--- src/rtl/shift_unit_iter.sv ---
// rtl/shift_unit_iter.sv - multi-cycle SLL/SRL/SRA shifter, STEP bits per clock; ROR when SHIFT_ROTATE_EN is defined
module shift_unit_iter #(
    parameter int XLEN = 32,
    parameter int STEP = 1
) (
    input  logic            clk_i,
    input  logic            rst_i,
    input  logic            valid_i,
    output logic            ready_o,
    input  logic [1:0]      op_i,
    input  logic [XLEN-1:0] operand_a_i,
    input  logic [XLEN-1:0] operand_b_i,
    input  logic            flush_i,
    output logic            valid_o,
    input  logic            ready_i,
    output logic [XLEN-1:0] result_o
);

    localparam int SW = $clog2(XLEN);
    localparam logic [SW:0] STEP_W = (SW+1)'(STEP);

    typedef enum logic [1:0] {
        IDLE,
        SHIFT,
        DONE
    } state_t;

    state_t          state;
    state_t          state_next;
    logic [1:0]      op_q;
    logic [XLEN-1:0] acc;
    logic [XLEN-1:0] shifted;
    logic [SW-1:0]   rem;
    logic [SW-1:0]   s;
    logic [SW-1:0]   shamt;
    logic            accept;
    logic            imm_done;
    logic            last;
    logic            unused_b;

    assign shamt    = operand_b_i[SW-1:0];
    assign unused_b = ^operand_b_i[XLEN-1:SW];
    assign ready_o  = (state == IDLE) && !rst_i;
    assign valid_o  = (state == DONE);
    assign accept   = valid_i && ready_o && !flush_i;

`ifdef SHIFT_ROTATE_EN
    assign imm_done = (shamt == '0);
`else
    // Without rotate support op 11 passes operand_a straight through.
    assign imm_done = (shamt == '0) || (op_i == 2'b11);
`endif

    // rem is always below XLEN, so s never needs the full STEP==XLEN value.
    assign s    = ({1'b0, rem} >= STEP_W) ? STEP_W[SW-1:0] : rem;
    assign last = (rem == s);

`ifdef SHIFT_ROTATE_EN
    logic [SW-1:0] lamt;
    assign lamt = -s;
`endif

    always_comb begin
        shifted = acc;
        case (op_q)
            2'b00:   shifted = acc << s;
            2'b01:   shifted = acc >> s;
            2'b10:   shifted = $signed(acc) >>> s;
`ifdef SHIFT_ROTATE_EN
            2'b11:   shifted = (acc >> s) | (acc << lamt);
`endif
            default: shifted = acc;
        endcase
    end

    always_comb begin
        state_next = state;
        if (flush_i) begin
            state_next = IDLE;
        end else begin
            case (state)
                IDLE:    if (accept) state_next = imm_done ? DONE : SHIFT;
                SHIFT:   if (last) state_next = DONE;
                DONE:    if (ready_i) state_next = IDLE;
                default: state_next = IDLE;
            endcase
        end
    end

    always_ff @(posedge clk_i) begin
        if (rst_i) begin
            state    <= IDLE;
            op_q     <= '0;
            acc      <= '0;
            rem      <= '0;
            result_o <= '0;
        end else begin
            state <= state_next;
            if (accept) begin
                op_q <= op_i;
                acc  <= operand_a_i;
                rem  <= shamt;
                if (imm_done) result_o <= operand_a_i;
            end else if (state == SHIFT && !flush_i) begin
                acc <= shifted;
                rem <= rem - s;
                if (last) result_o <= shifted;
            end
        end
    end

endmodule

--- config.mk ---
export PLATFORM = sky130hd
export DESIGN_NAME = shift_unit_iter
export DESIGN_NICKNAME = d
export VERILOG_FILES = /design/src/rtl/shift_unit_iter.sv
export SDC_FILE = /design/constraint.sdc
export NUM_CORES = 1
export LEC_CHECK = 0
export ABC_AREA = 1
export ABC_CLOCK_PERIOD_IN_PS = 2600
export BUFFER_PORTS_ARGS = -buffer_cell sky130_fd_sc_hd__buf_2
export CORE_ASPECT_RATIO = 1.1
export CORE_UTILIZATION = 50
export CTS_CLUSTER_SIZE = 24
export DETAILED_ROUTE_END_ITERATION = 8
export PLACE_DENSITY_LB_ADDON = 0.08
export SLEW_MARGIN = 20
export SYNTH_ARGS = -nofsm -noshare
export SYNTH_HDL_FRONTEND = slang
export SYNTH_SLANG_ARGS = --single-unit
--- constraint.sdc ---
create_clock -name clk_i -period 2.6 [get_ports clk_i]
set_input_delay 0.26 -clock clk_i [delete_from_list [all_inputs] [get_ports clk_i]]
set_output_delay 0.26 -clock clk_i [all_outputs]
set_load 0.02 [all_outputs]
# Yosys cells after proc, flatten, opt, wreduce, memory -nomap -nowiden
# Index checks and enable logic that the tools add are counted.
[totals]
reg_bits = 73
out_inout_bits = 34
wordCells = 50
in_bits = 71
[classes]
n_lt_le_gt_ge = 1
shifts = 3
n_reduce_logical = 15
n_eq_ne = 10
add_sub_neg = 1
muxes = 15
[ops]
columns = ["cell", "count"]
rows = [
  ["32-bit two-way mux", 6],
  ["32-bit one-hot mux with 3 select lines", 1],
  ["32-bit by 5-bit << shifter with 32-bit output", 1],
  ["32-bit by 5-bit right shift with 32-bit output", 1],
  ["32-bit by 5-bit >>> shifter with 32-bit output", 1],
  ["5-bit two-way mux", 3],
  ["2-bit two-way mux", 4],
  ["2-bit == test, second input constant", 3],
  ["2-bit one-hot mux with 3 select lines", 1],
  ["3-bit AND reduction", 2],
  ["5-bit == test", 1],
  ["5-bit by 1-bit >= comparator with 1-bit output, second input constant", 1],
  ["5-bit zero test", 1],
  ["5-bit subtractor", 1],
  ["2-bit by 1-bit == test with 1-bit output, second input constant", 2],
  ["1-bit logical AND", 4],
  ["2-bit zero test", 2],
  ["2-bit by 1-bit != test with 1-bit output, second input constant", 2],
  ["2-bit != test, second input constant", 2],
  ["2-bit nonzero test", 2],
  ["1-bit zero test", 2],
  ["2-bit OR reduction", 1],
  ["1-bit logical OR", 1],
]

# Logic depth before layout (Yosys ltp)
[logic_depth]
depth_word = 7
ltp_mapped = 14
mapped_depth_nobuf = 13

# Least setup slack after synthesis
# OpenSTA, ideal clock, no wires.
[synth_timing]
kind = "reg-to-reg"
start = "reg rem[0]"
end = "reg result_o[2]"
arrival_ps = 1710
synth_period_minus_slack_ps = 1819
path_buffers = 1
setup_ps = 109
slack_ps = 781
stages_incl_launch_ff = 14
t_required_ps = 2491
path_cell_list = "dfxtp_1 > nor2_1 > nand2_1 > nor2_1 > nor2_1 > inv_1 > ha_1 > nand3_1 > or2_1 > nand2_4 > buf_4 > nand3_1 > nand2_1 > inv_1"
[synth_via]
elab_chain_cells = 7
word_cells_on_any_way = 12
cone_classes = "order compare: 1; eq/ne: 1; shift: 3; mux: 5; reduce/logical: 2"
[synth_lines]
columns = ["item", "line_no", "rtl"]
rows = [
  ["start, declared", "33", "logic [SW-1:0] rem;"],
  ["start signal, assigned", "102", "rem <= shamt;"],
  ["start signal, assigned", "106", "rem <= rem - s;"],
  ["5-bit by 1-bit >= comparator with 1-bit output", "55", "assign s = ({1'b0, rem} >= STEP_W) ? STEP_W[SW-1:0] : rem;"],
  ["5-bit two-way mux", "55", ""],
  ["32-bit by 5-bit >>> shifter with 32-bit output, or another cell as far along", "68", "2'b10: shifted = $signed(acc) >>> s;"],
  ["32-bit one-hot mux with 3 select lines", "65", "case (op_q)"],
  ["32-bit two-way mux", "107", "if (last) result_o <= shifted;"],
  ["32-bit two-way mux", "104", "end else if (state == SHIFT && !flush_i) begin"],
  ["32-bit two-way mux", "99", "if (accept) begin"],
  ["end signal, assigned", "103", "if (imm_done) result_o <= operand_a_i;"],
  ["end signal, assigned", "107", ""],
  ["end, declared", "16", "output logic [XLEN-1:0] result_o"],
]
# Parallel ways exist; a longest one is shown, timed or not. The select of a mux whose other input is x is not followed.
# A chain may end at the register's enable or synchronous reset.

# Worst setup path after layout
[layout_timing]
start = "reg rem[0]"
end = "reg result_o[20]"
# Same word-level chain as after synthesis.

==> metrics.md <==
| Metric | Value |
|---|---|
| Hold path startpoint | `op_i[1]` |
| I/O pin count | `105` |
| Wire length of the first global-routing pass | `18900 um` |
| Crit-path max FO | `24` |
| Postcts setup bufs | `0` |
| Drt total wl | `10800 um` |
| Chip height | `104 um` |
| CP Data Required Time | `2.91 ns` |
| Period Utilization, post-route | `86.5%` |
| Die W | `94.4 um` |
| GRT Util Overall | `23.8%` |
| Layout Nets | `948` |
| Crit path launch type | `flop` |
| Setup TNS | `0 ns` |
| Sink Count | `73` |
| CTS Hold Bufs | `0` |
| Crit path from | `rem[0]` |
| Largest net degree at the start of global routing | `41` |
| LEAKAGE | `3.54 nW` |
| CTS Buf Count | `9` |
| Reg2reg start | `rem[0]` |
| Max_cap viols | `0` |
| Initial antenna violation count | `0` |
| Unrepaired setup endpoints after global routing | `false` |
| Arr. time, crit path | `2.56 ns` |
| FF-to-FF path depth | `14` |
| Minimum clock period | `2.25 ns` |
| Syn Inst Count | `818` |
| Max Slew Vio Count | `0` |
| Crit Path Category | `reg2reg` |
| Htree depth | `3` |
| M3 GR Usage | `4.70%` |
| Worst min-delay path class | `in2reg` |
| Via count | `4760` |
| Fillcell total | `938` |
| Warnings from Yosys | `0` |
| Reg clk slew, reported paths | `0.07 ns` |
| Vias per cell | `4.79` |
| Area of the multi-input gates | `2140 um2` |
| DRT iter0 DRCs | `238` |
| Syn-to-layout area delta | `12.3%` |
| Power Density | `520 nW/um2` |
| Dpl hpwl | `7250 um` |
| Synth cell types | `30` |
| Synth Register Bits | `73` |
| Number of global-route vias before repair | `4437` |
| Buffers added on ports | `77` |
| Setup violators final | `0` |
| Sequential share of the synthesized area | `31.1%` |
| Fin. Hold Viols | `0` |
| Met2 usage | `40.5%` |
| Clk_lat worst skew | `0.35 ns` |
| Met1 usage | `28.8%` |
| Max Fclk | `445 MHz` |
| Post-Synthesis Net Count | `891` |
| RD Place Congestion | `0.827` |
| Worst vdd ir | `0.327 mV` |
| Slew headroom | `54.3%` |
| Register area | `1460 um2` |
| CTS tree | `done` |
| Skew final | `0.00617 ns` |
| Clock Tree Root | `clkbuf_8` |
| Ratio of cells with drive above 1 in the final layout | `13.0%` |
| Slew @ Worst Pin | `0.684 ns` |
| Synthesized area | `4700 um2` |
| Final ANT Viol Nets | `0` |
| Total grt overflow | `0` |
| Outcome | `completed` |
| FP Rows | `36` |
| Starting density of the core | `52.2%` |
| Most Crowded Layer GR | `met2` |
| ANT cells | `0` |
| Die footprint | `9790 um2` |
| Synthesized area per cell | `5.74 um2` |
| Initial DRT Pass Iterations | `5` |
| Worst hold slack | `0.167 ns` |
| Core Area | `9010 um2` |
| Util after Layout | `58.6%` |
| CTS Buffer Depth | `2` |
| Drt drc | `0` |
| Cell depth of the worst hold path | `3` |
| WL/cell | `10.9 um` |
| Post-CTS Resized | `0` |
| CP Capture Type | `flop` |
metrics by stage:
stage	setup slack [ns]	std cells	cell area, um2	power, mW
after floorplan	0.781	818	4700	1.79
after global placement	0.387	978	5100	1.94
after detailed placement	0.361	978	5100	1.96
after CTS	0.343	994	5280	2.78
after global routing	0.128	994	5280	2.95
final	0.350	994	5280	2.75
cell usage in the layout, fill, tap and decap left out, drive strengths merged, types with 2 or more instances in the layout:
| cell | Yosys | final |
|---|---|---|
| clkinv | 0 | 3 |
| or2 | 2 | 2 |
| dfxtp | 73 | 73 |
| nand3 | 130 | 130 |
| o21ai | 69 | 69 |
| inv | 229 | 229 |
| ha | 2 | 2 |
| buf | 29 | 87 |
| nand2 | 231 | 231 |
| nand4 | 3 | 3 |
| nor2 | 19 | 19 |
| clkbuf | 12 | 13 |
| a21oi | 11 | 11 |
per-layer routing:
| layer | vias up | wire, um |
|---|---|---|
| li1 | 2543 | - |
| met2 | 104 | 5190 |
| met4 | 0 | 151 |
| met3 | 15 | 467 |
| met1 | 2098 | 5040 |
| met5 | - | 0 |
Yosys cell counts:
cell | instances | area (um2)
buf_6 | 4 | 45.0
nand2_1 | 228 | 856
or2_2 | 1 | 6.26
ha_1 | 2 | 25.0
or2_1 | 1 | 6.26
a32oi_1 | 1 | 8.76
nor2_2 | 1 | 6.26
nand2_4 | 1 | 11.3
nand3_1 | 128 | 641
o21ai_1 | 35 | 175
xor2_1 | 1 | 8.76
clkbuf_1 | 12 | 45.0
nor4_1 | 1 | 6.26
buf_4 | 10 | 75.1
dfxtp_1 | 73 | 1460
nand3_2 | 2 | 20.0
buf_2 | 15 | 75.1
nor2_4 | 1 | 11.3
inv_1 | 226 | 848
nand3b_1 | 1 | 7.51
a31oi_1 | 1 | 6.26
a22oi_1 | 1 | 7.51
nand2_2 | 2 | 12.5
nor2_1 | 17 | 63.8
nand4_1 | 3 | 18.8
a21oi_1 | 11 | 55.1
o21ai_0 | 34 | 170
o22ai_1 | 1 | 6.26
o211ai_1 | 1 | 7.51
inv_2 | 3 | 11.3
sequential cells by signal, summed over array words and instances, names as in the netlist:
register  flops
result_o     32
rem           5
op_q          2
state         2
acc          32
power by group:
group | switching [mW] | internal [mW] | total (mW) | leakage (nW)
combinational | 0.482 | 0.245 | 0.727 | 2.85
clock | 0.418 | 0.395 | 0.812 | 0.0932
sequential | 0.0297 | 1.18 | 1.21 | 0.594
critical path, cell delays in order, from the launching register on:
cell and delay (ns):
dfxtp_1 0.32, nor2_1 0.17, nand2_1 0.12, nor2_1 0.20, nor2_1 0.11, inv_1 0.07, ha_1 0.13, nand3_1 0.12
or2_1 0.27, nand2_4 0.21, buf_12 0.20, o21ai_1 0.07, inv_1 0.09, nand2_1 0.06, inv_1 0.04
worst paths after layout:
path,endpoint,slack [ns]
worst min register to register,rem[1],0.50
worst max register to register,result_o[20],0.35
worst min-delay path,op_q[1],0.17
worst max-delay path,result_o[20],0.35
cells by family (layout without fill, tap and decap cells):
group | Yosys count | count (layout) | synth area share, %
fa+ha+maj | 2 | 2 | 0.533
simple gates | 387 | 387 | 35.5
buf+inv | 270 | 332 | 23.4
xor+xnor | 1 | 1 | 0.186
compound gates | 85 | 85 | 9.29
flops | 73 | 73 | 31.1
layout make-up:
cell class | count | area share (%)
multi-input cells | 475 | 40.6
inverters | 229 | 16.3
flip-flops and latches | 73 | 27.7
repair buffers | 87 | 9.44
clock buffers | 13 | 3.01
clock inverters | 3 | 0.284
well taps | 114 | 2.70
No activity file was read; power rests on OpenSTA's default activity.
